### src/rtl/checkpoint_sched_pkg.sv
// rtl/checkpoint_sched_pkg.sv - shared types and defaults for the checkpoint scheduler
package checkpoint_sched_pkg;

    typedef enum logic [1:0] {
        ST_IDLE  = 2'd0,
        ST_ISSUE = 2'd1,
        ST_WAIT  = 2'd2,
        ST_RESP  = 2'd3
    } sched_state_t;

    typedef enum logic {
        REQ_SAVE    = 1'b0,
        REQ_RESTORE = 1'b1
    } req_type_t;

    localparam int DEFAULT_TIMEOUT_CYCLES = 4096;

endpackage

### src/rtl/ckpt_rr_arbiter.sv
// rtl/ckpt_rr_arbiter.sv - round-robin arbiter; priority moves to the index after each taken grant
module ckpt_rr_arbiter #(
    parameter int N  = 4,
    parameter int IW = (N > 1) ? $clog2(N) : 1
) (
    input  logic          clk,
    input  logic          rst,
    input  logic [N-1:0]  req,
    input  logic          update,
    output logic          grant_valid,
    output logic [IW-1:0] grant_idx
);
    localparam int PW = IW + 1;

    logic [IW-1:0] ptr;

    // Scan from the farthest offset down so the requester closest to ptr wins.
    always_comb begin
        logic [PW-1:0] pos;
        grant_valid = 1'b0;
        grant_idx   = '0;
        pos         = '0;
        for (int i = N - 1; i >= 0; i--) begin
            pos = {1'b0, ptr} + PW'(i);
            if (pos >= PW'(N))
                pos = pos - PW'(N);
            if (req[pos[IW-1:0]]) begin
                grant_valid = 1'b1;
                grant_idx   = pos[IW-1:0];
            end
        end
    end

    always_ff @(posedge clk or posedge rst) begin
        if (rst)
            ptr <= '0;
        else if (update && grant_valid)
            ptr <= (grant_idx == IW'(N - 1)) ? '0 : grant_idx + 1'b1;
    end

endmodule

### src/rtl/checkpoint_scheduler.sv
// rtl/checkpoint_scheduler.sv - arbitrates save/restore requests and sequences them to the checkpoint controller
module checkpoint_scheduler
    import checkpoint_sched_pkg::*;
#(
    parameter int NUM_REQ          = 4,
    parameter int CHECKPOINT_DEPTH = 8,
    parameter int ID_W             = $clog2(CHECKPOINT_DEPTH),
    parameter int TIMEOUT_CYCLES   = DEFAULT_TIMEOUT_CYCLES
) (
    input  logic                        clk,
    input  logic                        rst,
    input  logic                        sched_enable,
    input  logic [NUM_REQ-1:0]          req_valid,
    input  logic [NUM_REQ-1:0]          req_restore,
    input  logic [NUM_REQ*ID_W-1:0]     req_slot,
    output logic [NUM_REQ-1:0]          req_ack,
    output logic [NUM_REQ-1:0]          rsp_valid,
    output logic                        rsp_ok,
    output logic [ID_W-1:0]             rsp_slot,
    output logic                        ckpt_trigger,
    output logic                        recov_trigger,
    output logic [ID_W-1:0]             ckpt_id,
    input  logic                        ckpt_complete,
    input  logic                        recov_complete,
    input  logic                        ckpt_failed,
    input  logic                        recov_failed,
    output logic [CHECKPOINT_DEPTH-1:0] slot_valid,
    output logic                        busy,
    output logic                        timeout_err,
    output logic [7:0]                  fail_count
);
    localparam int GW = (NUM_REQ > 1) ? $clog2(NUM_REQ) : 1;
    localparam int TW = $clog2(TIMEOUT_CYCLES + 1);
    localparam logic [TW-1:0] TO_LAST = TW'(TIMEOUT_CYCLES - 1);

    sched_state_t    state;
    req_type_t       g_type;
    logic [GW-1:0]   g_idx;
    logic [ID_W-1:0] g_slot;
    logic [ID_W-1:0] wr_ptr;
    logic [TW-1:0]   wait_cnt;

    logic [NUM_REQ-1:0] rest_req;
    logic [NUM_REQ-1:0] save_req;
    logic               rest_gv;
    logic               save_gv;
    logic [GW-1:0]      rest_gidx;
    logic [GW-1:0]      save_gidx;
    logic [ID_W-1:0]    slot_of [NUM_REQ];

    logic               can_grant;
    logic               take_rest;
    logic               take_save;
    logic [GW-1:0]      pick_idx;
    logic [ID_W-1:0]    pick_slot;
    logic [NUM_REQ-1:0] pick_onehot;
    logic [NUM_REQ-1:0] g_onehot;
    logic               done_hit;
    logic               fail_hit;
    logic               tmo_hit;
    logic [7:0]         fail_inc;

    always_comb begin
        for (int i = 0; i < NUM_REQ; i++)
            slot_of[i] = req_slot[i*ID_W +: ID_W];
    end

    assign rest_req = req_valid & req_restore;
    assign save_req = req_valid & ~req_restore;

    ckpt_rr_arbiter #(.N(NUM_REQ), .IW(GW)) u_rest_arb (
        .clk         (clk),
        .rst         (rst),
        .req         (rest_req),
        .update      (take_rest),
        .grant_valid (rest_gv),
        .grant_idx   (rest_gidx)
    );

    ckpt_rr_arbiter #(.N(NUM_REQ), .IW(GW)) u_save_arb (
        .clk         (clk),
        .rst         (rst),
        .req         (save_req),
        .update      (take_save),
        .grant_valid (save_gv),
        .grant_idx   (save_gidx)
    );

    // Restores always beat saves; the save arbiter only advances when it actually wins.
    assign can_grant   = (state == ST_IDLE) && sched_enable;
    assign take_rest   = can_grant && rest_gv;
    assign take_save   = can_grant && !rest_gv && save_gv;
    assign pick_idx    = rest_gv ? rest_gidx : save_gidx;
    assign pick_slot   = rest_gv ? slot_of[pick_idx] : wr_ptr;
    assign pick_onehot = NUM_REQ'(1) << pick_idx;
    assign g_onehot    = NUM_REQ'(1) << g_idx;

    assign fail_hit = (g_type == REQ_RESTORE) ? recov_failed   : ckpt_failed;
    assign done_hit = (g_type == REQ_RESTORE) ? recov_complete : ckpt_complete;
    assign tmo_hit  = (wait_cnt == TO_LAST);
    assign fail_inc = (fail_count == 8'hFF) ? fail_count : fail_count + 8'd1;

    always_ff @(posedge clk or posedge rst) begin
        if (rst) begin
            state         <= ST_IDLE;
            g_type        <= REQ_SAVE;
            g_idx         <= '0;
            g_slot        <= '0;
            wr_ptr        <= '0;
            wait_cnt      <= '0;
            req_ack       <= '0;
            rsp_valid     <= '0;
            rsp_ok        <= 1'b0;
            rsp_slot      <= '0;
            ckpt_trigger  <= 1'b0;
            recov_trigger <= 1'b0;
            ckpt_id       <= '0;
            slot_valid    <= '0;
            busy          <= 1'b0;
            timeout_err   <= 1'b0;
            fail_count    <= '0;
        end else begin
            req_ack       <= '0;
            rsp_valid     <= '0;
            ckpt_trigger  <= 1'b0;
            recov_trigger <= 1'b0;
            case (state)
                ST_IDLE: begin
                    if (take_rest || take_save) begin
                        g_idx  <= pick_idx;
                        g_slot <= pick_slot;
                        g_type <= take_rest ? REQ_RESTORE : REQ_SAVE;
                        busy   <= 1'b1;
                        if (take_rest && !slot_valid[pick_slot]) begin
                            // An empty slot is refused locally; the controller never sees it.
                            state      <= ST_RESP;
                            req_ack    <= pick_onehot;
                            rsp_valid  <= pick_onehot;
                            rsp_ok     <= 1'b0;
                            rsp_slot   <= pick_slot;
                            fail_count <= fail_inc;
                        end else begin
                            state         <= ST_ISSUE;
                            req_ack       <= pick_onehot;
                            ckpt_trigger  <= take_save;
                            recov_trigger <= take_rest;
                            ckpt_id       <= pick_slot;
                            if (take_save)
                                slot_valid[pick_slot] <= 1'b0;
                        end
                    end
                end
                ST_ISSUE: begin
                    state    <= ST_WAIT;
                    wait_cnt <= '0;
                end
                ST_WAIT: begin
                    if (fail_hit || done_hit || tmo_hit) begin
                        state     <= ST_RESP;
                        rsp_valid <= g_onehot;
                        rsp_slot  <= g_slot;
                        rsp_ok    <= done_hit && !fail_hit;
                        if (done_hit && !fail_hit) begin
                            if (g_type == REQ_SAVE) begin
                                slot_valid[g_slot] <= 1'b1;
                                wr_ptr <= (wr_ptr == ID_W'(CHECKPOINT_DEPTH - 1)) ? '0 : wr_ptr + 1'b1;
                            end
                        end else begin
                            fail_count <= fail_inc;
                            if (!fail_hit)
                                timeout_err <= 1'b1;
                        end
                    end else begin
                        wait_cnt <= wait_cnt + 1'b1;
                    end
                end
                ST_RESP: begin
                    state <= ST_IDLE;
                    busy  <= 1'b0;
                end
                default: begin
                    state <= ST_IDLE;
                    busy  <= 1'b0;
                end
            endcase
        end
    end

endmodule

### config.mk
export PLATFORM = sky130hd
export DESIGN_NAME = checkpoint_scheduler
export DESIGN_NICKNAME = d
export VERILOG_FILES = /design/src/rtl/checkpoint_sched_pkg.sv /design/src/rtl/ckpt_rr_arbiter.sv /design/src/rtl/checkpoint_scheduler.sv
export SDC_FILE = /design/constraint.sdc
export NUM_CORES = 1
export LEC_CHECK = 0
export BUFFER_PORTS_ARGS = -buffer_cell sky130_fd_sc_hd__buf_4
export CAP_MARGIN = 20
export CORE_AREA = 3 3 89 91
export DETAILED_ROUTE_END_ITERATION = 16
export DIE_AREA = 0 0 92 94
export PLACE_DENSITY = 0.82
export RECOVER_POWER = 100
export SKIP_CTS_REPAIR_TIMING = 1
export SLEW_MARGIN = 5
export SYNTH_ARGS = -nofsm -noshare
export SYNTH_HDL_FRONTEND = slang
export SYNTH_HIERARCHICAL = 1
export SYNTH_SLANG_ARGS = --single-unit
### constraint.sdc
create_clock -name clk -period 8.3 [get_ports clk]
set_input_delay 0.415 -clock clk [delete_from_list [all_inputs] [get_ports clk]]
set_output_delay 0.415 -clock clk [all_outputs]
set_load 0.05 [all_outputs]
Yosys cells after proc, flatten, opt, wreduce, memory -nomap -nowiden
Cells that the tools add are included.
{"block": "word_totals", "wordCells": 217, "regBits": 63, "out_inout_bits": 35}
{"block": "op_classes", "n_shift": 2, "mux": 98, "bitwise": 11, "magnitude_cmp": 21, "add_sub_neg": 19, "n_reduce_logical": 30, "eq_ne": 17}
{"cell": "8-bit 2-to-1 mux", "count": 11}
{"cell": "2-bit 2-to-1 mux", "count": 22}
{"cell": "1-bit 2-to-1 mux", "count": 32}
{"cell": "8-bit one-hot mux with 2 select lines", "count": 2}
{"cell": "13-bit one-hot mux with 2 select lines", "count": 1}
{"cell": "2-bit by 3-bit less-than comparator with 1-bit output (second input constant)", "count": 8}
{"cell": "3-bit greater-or-equal comparator (second input constant)", "count": 7}
{"cell": "3-bit 2-to-1 mux", "count": 7}
{"cell": "4-bit 2-to-1 mux", "count": 5}
{"cell": "1-bit binary-select mux with 2-bit select", "count": 8}
{"cell": "2-bit by 1-bit subtractor with 2-bit output (second input constant)", "count": 8}
{"cell": "2-bit inequality test (second input constant)", "count": 7}
{"cell": "13-bit by 1-bit adder with 13-bit output (second input constant)", "count": 1}
{"cell": "13-bit by 12-bit == test with 1-bit output (second input constant)", "count": 1}
{"cell": "13-bit 2-to-1 mux", "count": 1}
{"cell": "2-bit by 2-bit adder with 3-bit output (second input constant)", "count": 4}
{"cell": "4-bit AND reduction", "count": 3}
{"cell": "1-bit logical AND", "count": 10}
{"cell": "8-bit by 1-bit adder with 8-bit output (second input constant)", "count": 1}
{"cell": "4-bit AND", "count": 2}
{"cell": "8-bit AND", "count": 1}
{"cell": "2-bit == test (second input constant)", "count": 4}
{"cell": "8-bit == test (second input constant)", "count": 1}
{"cell": "3-bit by 4-bit less-than comparator with 1-bit output (second input constant)", "count": 2}
{"cell": "29 further kinds", "count": 49}

Longest topological paths before layout
{"block": "depth", "depth_word": 25, "ltp_mapped": 13, "depth_no_buf": 12}

By module
Netlist, hierarchy kept.
{"mod": "checkpoint_scheduler", "area_per_inst_um2": 3211.8, "seq_area_each_um2": 1476.4, "instances": 1, "cells_per_inst": 332}
{"mod": "ckpt_rr_arbiter", "area_per_inst_um2": 165.2, "seq_area_each_um2": 50.0, "instances": 2, "cells_per_inst": 25}

Least setup slack after synthesis
No wires, ideal clock.
{"block": "synth_path", "path_kind": "in2reg", "from": "in req_restore[1]", "to": "reg ckpt_id[0]", "path_stages": 13, "arrival_ns": 3.091, "slack_ns": 5.084, "n_path_buf": 1, "setup_ns": 0.125, "path_cell_list": "and2_1 > nand2b_1 > a21oi_1 > a211o_1 > inv_1 > or2b_1 > o221ai_2 > buf_6 > mux2_4 > a2bb2o_4 > nor3_1 > nand2b_1 > mux2_2"}
{"element": "start, declared", "line": "checkpoint_scheduler.sv:14", "source": "input logic [NUM_REQ-1:0] req_restore,"}
{"element": "4-bit AND *", "line": "checkpoint_scheduler.sv:68", "source": "assign rest_req = req_valid & req_restore;"}
{"element": "1-bit binary-select mux with 2-bit select", "line": "ckpt_rr_arbiter.sv:27", "source": "if (req[pos[IW-1:0]]) begin"}
{"element": "1-bit 2-to-1 mux (implied by the code)", "line": "ckpt_rr_arbiter.sv:27"}
{"element": "2-bit 2-to-1 mux (3 in a row)", "line": "ckpt_rr_arbiter.sv:27"}
{"element": "2-bit 2-to-1 mux *", "line": "ckpt_rr_arbiter.sv:27"}
{"element": "named net rest_gidx[0]", "line": "checkpoint_scheduler.sv:47", "source": "logic [GW-1:0] rest_gidx;"}
{"element": "2-bit 2-to-1 mux *", "line": "checkpoint_scheduler.sv:93", "source": "assign pick_idx = rest_gv ? rest_gidx : save_gidx;"}
{"element": "2-bit NOT with 3-bit output (implied by the code) *", "line": "checkpoint_scheduler.sv:94", "source": "assign pick_slot = rest_gv ? slot_of[pick_idx] : wr_ptr;"}
{"element": "3-bit binary-select mux with 2-bit select *", "line": "checkpoint_scheduler.sv:94"}
{"element": "3-bit 2-to-1 mux (implied by the code) * (2 in a row)", "line": "checkpoint_scheduler.sv:94"}
{"element": "3-bit 2-to-1 mux *", "line": "checkpoint_scheduler.sv:94"}
{"element": "1-bit binary-select mux with 3-bit select", "line": "checkpoint_scheduler.sv:134", "source": "if (take_rest && !slot_valid[pick_slot]) begin"}
{"element": "1-bit 2-to-1 mux (implied by the code)", "line": "checkpoint_scheduler.sv:134"}
{"element": "1-bit logical NOT", "line": "checkpoint_scheduler.sv:134"}
{"element": "1-bit logical AND", "line": "checkpoint_scheduler.sv:134"}
{"element": "1-bit NOT (no source line)"}
{"element": "3-bit AND reduction (no source line)"}
{"element": "end signal, assigned", "line": "checkpoint_scheduler.sv:147", "source": "ckpt_id <= pick_slot;"}
{"element": "end, declared", "line": "checkpoint_scheduler.sv:22", "source": "output logic [ID_W-1:0] ckpt_id,"}
The timed path passes the listed nets; every way through them passes the cells marked *. The select of a mux whose other input is x is not followed.
A chain may end at the register's enable or synchronous reset.

Worst setup path after layout
{"block": "layout_path", "from": "reg u_rest_arb.ptr[1]", "to": "reg fail_count[1]"}
{"block": "layout_between", "elab_chain_len": 21}
{"element": "start, declared", "line": "ckpt_rr_arbiter.sv:15", "source": "logic [IW-1:0] ptr;"}
{"element": "start signal, assigned", "line": "ckpt_rr_arbiter.sv:38", "source": "ptr <= (grant_idx == IW'(N - 1)) ? '0 : grant_idx + 1'b1;"}
{"element": "2-bit by 2-bit adder with 3-bit output", "line": "ckpt_rr_arbiter.sv:24", "source": "pos = {1'b0, ptr} + PW'(i);"}
{"element": "3-bit greater-or-equal comparator / 2-bit by 1-bit subtractor with 2-bit output (equally long branches)", "line": "ckpt_rr_arbiter.sv:25, ckpt_rr_arbiter.sv:26"}
{"element": "2-bit 2-to-1 mux", "line": "ckpt_rr_arbiter.sv:25", "source": "if (pos >= PW'(N))"}
{"element": "1-bit binary-select mux with 2-bit select", "line": "ckpt_rr_arbiter.sv:27"}
{"element": "1-bit 2-to-1 mux (implied by the code)", "line": "ckpt_rr_arbiter.sv:27"}
{"element": "2-bit 2-to-1 mux (3 in a row)", "line": "ckpt_rr_arbiter.sv:27"}
{"element": "2-bit 2-to-1 mux *", "line": "ckpt_rr_arbiter.sv:27"}
{"element": "named net rest_gidx[1]", "line": "checkpoint_scheduler.sv:47"}
{"element": "(+3 left out)"}
{"element": "3-bit 2-to-1 mux (implied by the code) * (2 in a row)", "line": "checkpoint_scheduler.sv:94"}
{"element": "3-bit 2-to-1 mux *", "line": "checkpoint_scheduler.sv:94"}
{"element": "1-bit binary-select mux with 3-bit select *", "line": "checkpoint_scheduler.sv:134"}
{"element": "1-bit 2-to-1 mux (implied by the code) *", "line": "checkpoint_scheduler.sv:134"}
{"element": "1-bit logical NOT *", "line": "checkpoint_scheduler.sv:134"}
{"element": "1-bit logical AND *", "line": "checkpoint_scheduler.sv:134"}
{"element": "2-bit by 1-bit inequality test with 1-bit output (no source line) *"}
{"element": "5-bit AND reduction (no source line) *"}
{"element": "end signal, assigned", "line": "checkpoint_scheduler.sv:141", "source": "fail_count <= fail_inc;"}
{"element": "end signal, assigned", "line": "checkpoint_scheduler.sv:169", "source": "fail_count <= fail_inc;"}
{"element": "end, declared", "line": "checkpoint_scheduler.sv:30", "source": "output logic [7:0] fail_count"}
Marks and branches as above.

==> run_results.csv <==
group,metric,value,unit
clock_tree,clock_pin_transition_on_the_worst_setup_and_hold_timing_paths,0.07,ns
route,drt_first_iter_violations,136,
placed_design,dpl.hpwl,5.99,mm
timing,finalMaxSlewViolations,34,
power,reported_leakage_power,1.88,nW
timing,worst_slew_pin_slew,1.66,ns
die,core-area,7210,um2
synth,synthArstFlopShare,100,%
die,vertical_die_dimension,94,um
status,violations_in_the_final_reports,"max-capacitance violations, max-slew violations",
worst_setup_path,worstPathRequired,8.52,ns
synth,synth.yosys.seq_area_share,44.5,%
min_path,worst_hold_path.num_cells,4,
route,antenna_left,0,
status,outcome,"finished with violations",
timing,worst_slew_margin_rel,-10.9,%
power,max-vdd-ir-drop,222,uV
synth,synth_cell_type_count,48,
die,initial_util,49.1,%
clock_tree,worst_skew_pair_later_pin_latency,0.34,ns
synth,synth.yosys.warnings,6,
timing,period_share,58.2,%
placed_design,place_inst,533,
worst_setup_path,critical_path.max_fanout,11,
worst_setup_path,criticalPathCategory,"flop to flop",
placed_design,place.port_buffers,61,
synth,synth_edf_count,0,
clock_tree,ctsLongestPathBuffers,2,
worst_setup_path,critical_path_arrival,5.05,ns
timing,finalHoldViolations,0,
global_route,global_route.usage.met1,24.2,%
route,dr_total_vias,2994,
global_route,maximum_number_of_pins_on_one_net_before_global_route_repair,34,
timing,fin_worst_skew,0.00700,ns
synth,synth_top_cell_by_area,"dfrtp_1",
min_path,hold_path.class,"primary input to flop",
die,die-width,92,um
synth,synth.net_count,418,
timing,setup_total_negative_slack,0,ns
timing,fin_hold_ws,0.395,ns
finish,design.final.nets,482,
global_route,busiest_layer,"met2",
clock_tree,clock-sinks,63,
synth,yosys_register_bits,63,
worst_setup_path,regToRegStartpoint,"u_rest_arb/ptr[1]",
clock_tree,cts_max_level,3,
finish,area_growth_syn_to_layout,15.0,%
finish,layout-drive-gt1-share,11.1,%
min_path,min-delay-start,"sched_enable",
synth,postSynth.topFlopCell,"dfrtp_1",
die,die_area,8650,um2
power,powerDensity,337,nW/um2
die,placement_rows,31,
global_route,first_pass_grt_wire_length,13.5,mm
route,first_pass_detailed_route_iteration_total,5,
finish,antenna-diode-count,0,
placed_design,global_placement_routability_congestion,0.876,
global_route,grt.met2_usage,33.0,%
synth,netlist_instances,382,
route,drc,0,
synth,area_share_of_the_leading_cell_type_in_the_synthesized_netlist,44.5,%
timing,clock.fmax,207,MHz
clock_tree,cts-buffers-inserted,9,
worst_setup_path,crit_path_start_kind,"flop",
route,drt-wirelength-per-cell,14.5,um
min_path,hold_end,"g_type",
global_route,number_of_global_route_vias_before_repair,2967,
synth,synth.avg_cell_area,9.27,um2
global_route,use_met3,4.17,%
worst_setup_path,reg2reg_slack,3.47,ns
global_route,gr-usage-all-layers,19.6,%
die,floorplan.io_pins,62,
finish,instances_no_fill,550,
global_route,initial_antenna_violation_count,0,
synth,synth_area,3540,um2
worst_setup_path,cp-end-kind,"flop",
route,final_routed_wirelength_across_all_metal_layers,7.98,mm
synth,netlist_top_cells_area,"dfrtp_1, nor2_1, a21oi_1, nand2_1, ha_1",
timing,fin_crit,4.83,ns
global_route,grt-ovfl-total,0,
run,drv.max_cap_violation_count,1,
route,vias_per_cell,5.44,
timing,final-setup-viol-count,0,
timing,setup_repair_after_global_routing_missed_its_margin,"false",
clock_tree,tritoncts,"built",
worst_setup_path,critical_path.reg2reg.endpoint,"fail_count[1]",
worst_setup_path,worst_r2r_path_depth,10,
clock_tree,clockRootBuffer,"clkbuf_8",
==> synth_stat cells (9+ instances only) <==
| cell type | instances |
|---|---|
| dfrtp_1 | 63 |
| nor2_1 | 45 |
| nand2_1 | 32 |
| inv_1 | 30 |
| a21oi_1 | 25 |
| nand3_1 | 21 |
| o21ai_0 | 21 |
| mux2i_1 | 10 |
| nor3_1 | 10 |
| ha_1 | 9 |
| mux2_2 | 9 |
| xnor2_1 | 9 |
==> cells in the final DEF, fill, tap and decap left out, types with 4 or more instances in the layout <==
master / n
dfrtp_1: 63
nor2_1: 45
clkbuf_1: 39
nand2_1: 32
inv_1: 30
a21oi_1: 25
buf_4: 24
o21ai_0: 23
nand3_1: 21
clkbuf_8: 11
mux2i_1: 10
nor3_1: 10
xnor2_1: 9
ha_1: 9
mux2_1: 8
nand2b_1: 8
xor2_1: 8
nor2b_1: 7
nor3b_1: 6
a31oi_1: 6
mux2_2: 5
a211o_1: 4
o32ai_1: 4
nand4_1: 4
and3_1: 4
and2_1: 4
==> layer usage <==
| metal | vias up | wire, um |
|---|---|---|
| li1 | 1446 | - |
| met1 | 1420 | 3450 |
| met2 | 111 | 3840 |
| met3 | 17 | 530 |
| met4 | 0 | 160 |
| met5 | - | 0 |
==> area by class of cell <==
type | count | area (um2)
clock buffer | 13 | 159
clock inverter | 3 | 17.5
tap | 99 | 124
multi-input combinational | 279 | 1750
timing repair buffer | 63 | 337
inverter | 30 | 113
sequential | 63 | 1580
fill | 674 | 3140
==> worst max path at each step <==
stage | endpoint | slack (ns) | from | cells past startpoint
3_3_place_gp | ckpt_id[2] | 4.20 | req_restore[0] | 12
4_1_cts | ckpt_id[2] | 4.30 | u_rest_arb/ptr[1] | 10
6_report | fail_count[1] | 3.47 | u_rest_arb/ptr[1] | 10
3_5_place_dp | ckpt_id[2] | 3.97 | req_restore[0] | 12
2_1_floorplan | ckpt_id[0] | 5.08 | req_restore[1] | 13
5_1_grt | fail_count[1] | 3.07 | u_rest_arb/ptr[1] | 10
==> cell families after synthesis <==
group / synth area share, %
simple gates: 20.7
fa+ha+maj: 3.18
xor+xnor: 4.20
compound gates: 14.6
mux: 8.20
flops: 44.5
buf+inv: 4.70
==> power breakdown <==
part | internal, W | switching (W) | leakage (nW)
Combinational | 0.000187 | 0.000456 | 0.975
Clock | 0.000124 | 0.000113 | 0.0894
Sequential | 0.000400 | 0.0000908 | 0.815
Total | 0.000711 | 0.000660 | 1.88
==> registers in the layout, indices dropped and copies added, names as in the netlist, 3 cells and up <==
register	cells
wait_cnt	13
ckpt_id	3
wr_ptr	3
req_ack	4
slot_valid	8
rsp_slot	3
g_slot	3
rsp_valid	4
fail_count	8
==> through the flow <==
stage / utilization, % / area, um2 / setup slack (ns) / total power, W
2_1_floorplan: - / 3540 / 5.08 / 0.00103
3_3_place_gp: 56.5 / 4080 / 4.20 / 0.00120
3_5_place_dp: 56.5 / 4080 / 3.97 / 0.00122
4_1_cts: 59.0 / 4250 / 4.30 / 0.00146
5_1_grt: 56.5 / 4080 / 3.07 / 0.00146
6_report: 56.5 / 4080 / 3.47 / 0.00137
==> worst max-delay path, cell delays in order (launching register included) <==
cell,delay (ns)
dfrtp_1,0.42
a21oi_1,0.14
o21ai_0,0.09
a21oi_1,0.76
mux2i_1,0.20
o221ai_1,0.86
mux2_1,0.38
a2bb2o_1,0.32
o32ai_1,1.05
nand2_2,0.13
mux2_1,0.36
Note: power is estimated with default switching activity, not from simulation.
